**src/rtl/mmio_int_ctrl.sv**
```systemverilog
// mmio_int_ctrl: memory-mapped, edge-triggered, prioritised interrupt controller.
// Ports: clock, reset_n (async, active low); CPU bus addr/w_data/w_en in,
//        r_data/hit out (combinational); irq_src[NUM_SRC] in; int_ack in;
//        int_req/int_vec out (registered).
// Window at BASE_ADDR: +0 CTRL(GIE), +1 MASK, +2 PEND(W1C), +3 EOI, +4+i VEC[i].
// Macro MMIO_INT_CTRL_SYNC_EN: two-flop synchronizer on irq_src before edge detect.
module mmio_int_ctrl #(
    parameter int         NUM_SRC   = 4,
    parameter logic [7:0] BASE_ADDR = 8'hF0
) (
    input  logic               clock,
    input  logic               reset_n,
    input  logic [7:0]         addr,
    input  logic [7:0]         w_data,
    input  logic               w_en,
    output logic [7:0]         r_data,
    output logic               hit,
    input  logic [NUM_SRC-1:0] irq_src,
    input  logic               int_ack,
    output logic               int_req,
    output logic [7:0]         int_vec
);

    typedef enum logic [1:0] {
        IDLE    = 2'd0,
        REQ     = 2'd1,
        SERVICE = 2'd2
    } state_t;

    // Edges after reset release before edge detection is trusted; covers
    // the synchronizer fill so a level held through reset is not an edge.
`ifdef MMIO_INT_CTRL_SYNC_EN
    localparam int ARM_EDGES = 3;
`else
    localparam int ARM_EDGES = 1;
`endif

    state_t             r_state;
    logic               r_gie;
    logic [NUM_SRC-1:0] r_mask;
    logic [NUM_SRC-1:0] r_pend;
    logic [NUM_SRC-1:0] r_hist;
    logic [7:0]         r_vec [NUM_SRC];
    logic [2:0]         r_id;
    logic [7:0]         r_int_vec;
    logic               r_int_req;
    logic [1:0]         r_arm;

    logic [NUM_SRC-1:0] w_irq;

`ifdef MMIO_INT_CTRL_SYNC_EN
    logic [NUM_SRC-1:0] r_sync1;
    logic [NUM_SRC-1:0] r_sync2;

    always_ff @(posedge clock or negedge reset_n) begin
        if (!reset_n) begin
            r_sync1 <= '0;
            r_sync2 <= '0;
        end else begin
            r_sync1 <= irq_src;
            r_sync2 <= r_sync1;
        end
    end

    assign w_irq = r_sync2;
`else
    assign w_irq = irq_src;
`endif

    // Address decode; bit 8 of the difference is the borrow (addr < base).
    logic [8:0] w_off9;
    logic [7:0] w_off;
    logic       w_wr;
    logic       w_wr_ctrl;
    logic       w_wr_mask;
    logic       w_wr_pend;
    logic       w_eoi;

    assign w_off9    = {1'b0, addr} - {1'b0, BASE_ADDR};
    assign w_off     = w_off9[7:0];
    assign hit       = !w_off9[8] && (w_off <= 8'(3 + NUM_SRC));
    assign w_wr      = w_en && hit;
    assign w_wr_ctrl = w_wr && (w_off == 8'd0);
    assign w_wr_mask = w_wr && (w_off == 8'd1);
    assign w_wr_pend = w_wr && (w_off == 8'd2);
    assign w_eoi     = w_wr && (w_off == 8'd3);

    logic               w_armed;
    logic [NUM_SRC-1:0] w_rise;

    assign w_armed = (r_arm == 2'(ARM_EDGES));
    assign w_rise  = w_armed ? (w_irq & ~r_hist) : '0;

    logic [NUM_SRC-1:0] w_id_oh;
    logic               w_take;
    logic               w_gie_n;
    logic [NUM_SRC-1:0] w_mask_n;
    logic [NUM_SRC-1:0] w_w1c;
    logic [NUM_SRC-1:0] w_pend_n;
    logic [NUM_SRC-1:0] w_elig;
    logic               w_withdraw;

    always_comb begin
        w_id_oh = '0;
        for (int i = 0; i < NUM_SRC; i++) begin
            w_id_oh[i] = (r_id == 3'(i));
        end
    end

    assign w_take   = (r_state == REQ) && int_ack;
    assign w_gie_n  = w_wr_ctrl ? w_data[0] : r_gie;
    assign w_mask_n = w_wr_mask ? w_data[NUM_SRC-1:0] : r_mask;
    assign w_w1c    = w_wr_pend ? w_data[NUM_SRC-1:0] : '0;

    // New edges are ORed in last so a set beats a same-cycle clear.
    assign w_pend_n = (r_pend & ~w_w1c & ~({NUM_SRC{w_take}} & w_id_oh))
                    | w_rise;

    assign w_elig = r_gie ? (r_pend & r_mask) : '0;

    // Withdrawal looks at the values being written this cycle so the
    // request drops right after the store that disables it.
    assign w_withdraw = !w_gie_n
                     || !(|(w_mask_n & w_id_oh))
                     || !(|(w_pend_n & w_id_oh));

    logic [2:0] w_win;
    logic [7:0] w_win_vec;

    always_comb begin
        w_win     = 3'd0;
        w_win_vec = 8'h00;
        for (int i = NUM_SRC - 1; i >= 0; i--) begin
            if (w_elig[i]) begin
                w_win     = 3'(i);
                w_win_vec = r_vec[i];
            end
        end
    end

    logic [7:0] w_mask8;
    logic [7:0] w_pend8;
    logic [7:0] w_rd_vec;

    always_comb begin
        w_mask8 = 8'h00;
        w_pend8 = 8'h00;
        w_mask8[NUM_SRC-1:0] = r_mask;
        w_pend8[NUM_SRC-1:0] = r_pend;
    end

    always_comb begin
        w_rd_vec = 8'h00;
        for (int i = 0; i < NUM_SRC; i++) begin
            if (w_off == 8'(4 + i)) begin
                w_rd_vec = r_vec[i];
            end
        end
    end

    always_comb begin
        r_data = 8'h00;
        if (hit) begin
            case (w_off)
                8'd0:    r_data = {7'd0, r_gie};
                8'd1:    r_data = w_mask8;
                8'd2:    r_data = w_pend8;
                8'd3:    r_data = {(r_state == SERVICE), 4'd0, r_id};
                default: r_data = w_rd_vec;
            endcase
        end
    end

    always_ff @(posedge clock or negedge reset_n) begin
        if (!reset_n) begin
            r_state   <= IDLE;
            r_gie     <= 1'b0;
            r_mask    <= '0;
            r_pend    <= '0;
            r_hist    <= '0;
            r_id      <= 3'd0;
            r_int_vec <= 8'h00;
            r_int_req <= 1'b0;
            r_arm     <= 2'd0;
            for (int i = 0; i < NUM_SRC; i++) begin
                r_vec[i] <= 8'h00;
            end
        end else begin
            r_hist <= w_irq;
            if (!w_armed) begin
                r_arm <= r_arm + 2'd1;
            end
            r_gie  <= w_gie_n;
            r_mask <= w_mask_n;
            r_pend <= w_pend_n;
            for (int i = 0; i < NUM_SRC; i++) begin
                if (w_wr && (w_off == 8'(4 + i))) begin
                    r_vec[i] <= w_data;
                end
            end
            unique case (r_state)
                IDLE: begin
                    if (|w_elig) begin
                        r_state   <= REQ;
                        r_int_req <= 1'b1;
                        r_int_vec <= w_win_vec;
                        r_id      <= w_win;
                    end
                end
                REQ: begin
                    if (int_ack) begin
                        r_state   <= SERVICE;
                        r_int_req <= 1'b0;
                    end else if (w_withdraw) begin
                        r_state   <= IDLE;
                        r_int_req <= 1'b0;
                    end
                end
                SERVICE: begin
                    if (w_eoi) begin
                        r_state <= IDLE;
                    end
                end
                default: begin
                    r_state   <= IDLE;
                    r_int_req <= 1'b0;
                end
            endcase
        end
    end

    assign int_req = r_int_req;
    assign int_vec = r_int_vec;

endmodule

```
**config.mk**
```make
export PLATFORM = sky130hd
export DESIGN_NAME = mmio_int_ctrl
export DESIGN_NICKNAME = d
export VERILOG_FILES = /design/src/rtl/mmio_int_ctrl.sv
export SDC_FILE = /design/constraint.sdc
export NUM_CORES = 1
export LEC_CHECK = 0
export CAP_MARGIN = 0
export CORE_MARGIN = 3
export CORE_UTILIZATION = 25
export DETAILED_ROUTE_END_ITERATION = 8
export PLACE_DENSITY = 0.49
export RECOVER_POWER = 100
export SLEW_MARGIN = 20
export SYNTH_ARGS = -nofsm -noshare
export SYNTH_HDL_FRONTEND = slang
export SYNTH_SLANG_ARGS = --single-unit
```
**constraint.sdc**
```tcl
create_clock -name clock -period 2.56 [get_ports clock]
set_input_delay 0.512 -clock clock [delete_from_list [all_inputs] [get_ports clock]]
set_output_delay 0.512 -clock clock [all_outputs]
set_load 0.02 [all_outputs]
```
==> flow_metrics.py <==
metrics = {
    "critical_path": {
        "worst-endpoint-arrival_ns": 1.94,
        "crit_path_max_incr_delay_ns": 0.31,
        "cp_num_buf_inv": 2,
        "worstPathMaxFanout": 2,
        "worstPathCellList": "dlygate4sd2_1, and4_1, nand3_4, nor3_4, a221oi_2, o21ai_0, and2_4, buf_6",
        "required_ns": 2.05,
        "critPathSlowestCell": "sky130_fd_sc_hd__and4_1",
        "worst_setup_path_start_kind": "input port",
        "endpoint_type_of_the_worst_setup_path": "output port",
        "critical-path-top-delay-family": "simple AND/OR/NAND/NOR gates",
        "category_of_the_most_critical_setup_path": "input port to output port",
    },
    "job": {
        "max_cap_viol_count": 0,
    },
    "hold_path": {
        "min-delay-path-class": "input port to asynchronous set/reset pin",
    },
    "clocking": {
        "cts-hold-fix-buffers": 0,
        "tritoncts": "done",
        "clock-sinks": 60,
        "cts.repair_timing.setup_buffer_count": 0,
        "clock_tree.htree_level_count": 3,
        "worst_skew_pair.late_latency_ns": 0.33,
        "cts_root_buffer": "sky130_fd_sc_hd__clkbuf_16",
        "clock_tree.buffer_depth": 2,
        "cts.reportedPaths.clkPinSlew_ns": 0.05,
        "cts_made_buffers": 9,
    },
    "global_route": {
        "grt_pass1_vias": 2760,
        "antenna_found_initial": 0,
        "global_route_wire_length_before_repair_um": 14700,
        "globalRouteOverflowTotal": 0,
        "grt_max_degree": 23,
        "grt.total_usage_pct": 14.5,
    },
    "synthesis": {
        "syn_area_per_cell_sq_um": 11.0,
        "flop_and_latch_count_out_of_synthesis": 60,
        "yosys.area_share.xor_xnor_pct": 0.287,
        "syn_area_sq_um": 3050,
        "synth_largest_type_area_fraction_pct": 49.3,
        "syn-instance-count": 276,
        "synth-simple-area-share_pct": 15.3,
        "yosys_most_used_dff": "sky130_fd_sc_hd__dfrtp_1",
        "yosysUniqueCellTypes": 45,
        "synth.yosys.seq_area_share_pct": 49.3,
        "synth-edff-count": 0,
        "main_combinational_cell_family_by_area_after_synthesis": "multiplexers",
        "synth_adder_area_share_pct": 0.411,
        "synth_largest_area_cell": "sky130_fd_sc_hd__dfrtp_1",
        "synth-compound-area-share_pct": 14.7,
        "synthMuxAreaShare_pct": 17.7,
        "asyncSetResetFlopFracSynth_pct": 100,
        "mappedNetlistNets": 301,
        "synthTopCellsByArea": "sky130_fd_sc_hd__dfrtp_1 (49%), sky130_fd_sc_hd__mux2_2 (13%), sky130_fd_sc_hd__mux4_2 (3.7%), sky130_fd_sc_hd__nand2_1 (3.3%), sky130_fd_sc_hd__o31ai_1 (3.0%)",
        "number_of_warnings_printed_during_yosys_synthesis": 0,
    },
    "sta": {
        "timing.final.setup_violations": 0,
        "finalClockSkew_ns": 0.00620,
        "final-max-slew-violation-count": 0,
        "maxClockFrequency_ghz": 0.408,
        "setup_repair_after_global_routing_missed_its_margin": "no",
        "timing.final.crit_period_ns": 2.45,
        "slew-limit-headroom_pct": 19.3,
        "finalCritPeriodShare_pct": 95.7,
        "timing.final.ws_setup_ns": 0.110,
        "hold_viol_final": 0,
        "worst_slew_pin_slew_ns": 1.21,
        "finalHoldWorstSlack_ns": 0.305,
    },
    "detailed_routing": {
        "finalWirelength_um": 9210,
        "routed-via-count": 2609,
        "drt-vias-per-instance": 5.15,
        "routed_wire_length_per_instance_um": 18.2,
        "initialDrtViolationCount": 227,
        "first_pass_iteration_count_of_the_detailed_router": 4,
        "ant_nets": 0,
        "drt_drc_violations_left": 0,
    },
    "die": {
        "boundaryPins": 42,
        "core_area_sq_um": 11700,
        "die-area_sq_um": 13600,
        "effective_utilization_at_floorplan_pct": 26.1,
        "row_count": 39,
        "floorplan.die.height_um": 116,
        "die_w_um": 116,
    },
    "power_and_ir_drop": {
        "power.density_nw_per_um2": 548,
        "vdd_ir_drop_max_mv": 0.258,
        "static-leakage-power_nw": 1.91,
        "design_power_total_mw": 2.30,
    },
    "final_layout": {
        "num_antenna_cells": 0,
        "flow.area_growth_from_synthesis_pct": 37.8,
        "layout.cells.most_common_list": "sky130_fd_sc_hd__dfrtp_1 (60), sky130_fd_sc_hd__mux2_2 (36), sky130_fd_sc_hd__buf_4 (30)",
        "fill_cells": 1147,
        "instances_no_fill": 507,
        "utilization_pct": 36.0,
        "final_common_cell": "sky130_fd_sc_hd__dfrtp_1",
        "drive_above_1_share_pct": 30.8,
        "nNetsFinal": 385,
    },
    "placement": {
        "port_buf_inserts": 41,
        "post_dp_hpwl_um": 6790,
        "preCtsSetupSlack_ns": -0.658,
        "dp_cells": 492,
        "gp_congestion": 0.840,
    },
    "status": {
        "outcome": "finished clean",
    },
}
-- cells in the mapped netlist (2+ instances only) --
cell / count
sky130_fd_sc_hd__a21o_1: 2
sky130_fd_sc_hd__a21oi_1: 10
sky130_fd_sc_hd__a221oi_1: 9
sky130_fd_sc_hd__a22oi_1: 3
sky130_fd_sc_hd__a311oi_1: 2
sky130_fd_sc_hd__and3_1: 4
sky130_fd_sc_hd__buf_2: 2
sky130_fd_sc_hd__clkbuf_1: 10
sky130_fd_sc_hd__dfrtp_1: 60
sky130_fd_sc_hd__inv_1: 3
sky130_fd_sc_hd__mux2_2: 36
sky130_fd_sc_hd__mux2i_1: 2
sky130_fd_sc_hd__mux4_2: 5
sky130_fd_sc_hd__nand2_1: 27
sky130_fd_sc_hd__nand2b_1: 5
sky130_fd_sc_hd__nand3_1: 7
sky130_fd_sc_hd__nand4_1: 9
sky130_fd_sc_hd__nor2_1: 16
sky130_fd_sc_hd__nor2b_1: 2
sky130_fd_sc_hd__nor3_1: 8
sky130_fd_sc_hd__o211ai_1: 3
sky130_fd_sc_hd__o21ai_0: 7
sky130_fd_sc_hd__o22ai_1: 11
sky130_fd_sc_hd__o31ai_1: 12
-- stage by stage --
stage / setup TNS, ns / instance area [sq um]
after global placement: -5.90 / 3920
after floorplan: 0 / 3060
after global routing: 0 / 4200
after CTS: -0.160 / 4250
final: 0 / 4200
after detailed placement: -5.85 / 3920
-- worst register-to-register path: cells and delay by family, from the launching register on --
family	cells	cell delay, ns
buf+inv	2	0.59
flops	1	0.38
compound gates	2	0.55
simple gates	2	0.65
-- worst paths after layout --
| path | startpoint | end | slack [ns] | depth (start not counted) |
|---|---|---|---|---|
| worst max-delay path | addr[4] | r_data[0] | 0.11 | 8 |
| worst min-delay path | reset_n | r_arm[0]$_DFFE_PN0N_ | 0.31 | 1 |
| worst max register to register | r_gie$_DFF_PN0_ | r_id[0]$_DFFE_PN0P_ | 0.26 | 6 |
| worst min register to register | r_hist[0]$_DFF_PN0_ | r_pend[0]$_DFF_PN0_ | 0.46 | 1 |
| max in group asynchronous | reset_n | int_vec[7]$_DFFE_PN0P_ | 0.65 | 2 |
| min in group clock | r_hist[0]$_DFF_PN0_ | r_pend[0]$_DFF_PN0_ | 0.46 | 1 |
-- report_power, final --
part | switching, mW | internal, mW
registers | 0.0332 | 0.991
logic | 0.125 | 0.117
clock network | 0.392 | 0.643
total | 0.550 | 1.75
-- what timing repair did --
item,4_1_cts,5_1_grt
pin swaps,0,5
cloned,0,0
setup endpoints to repair,11,10
resized for setup,57,22
-- cell families (layout without fill, tap and decap cells) --
group / Yosys count / after routing
buffers and inverters: 17 / 105
adder cells (fa/ha/maj): 1 / 1
flip-flops: 60 / 60
XOR/XNOR: 1 / 1
multiplexers: 43 / 43
AO/OA/AOI/OAI: 65 / 65
AND/OR/NAND/NOR: 89 / 89
-- flip-flops by register name (all words and copies together), names as in the netlist, 2 cells and up --
signal	count
r_id	2
r_mask	4
r_hist	4
r_state	2
r_arm	2
int_vec	8
r_vec	32
r_pend	4
-- area by class of cell --
type / instances / area (sq um) / area share (%)
flip-flops and latches: 60 / 1500 / 35.7
clock buffers: 12 / 236 / 5.63
clock inverters: 3 / 15.0 / 0.357
well taps: 143 / 179 / 4.26
inverters: 3 / 11.3 / 0.268
repair buffers: 87 / 707 / 16.8
multi-input cells: 199 / 1550 / 36.9
-- metal layers --
metal  global-route usage [%]  vias to the layer above  wire, um
met1                     20.2                     1301      4470
met4                     6.11                        0       180
met2                     21.6                       62      4190
met5                        0                        -         0
met3                     3.26                       17       368
li1                         -                     1229         -
Note: power is estimated with default switching activity, not from simulation.
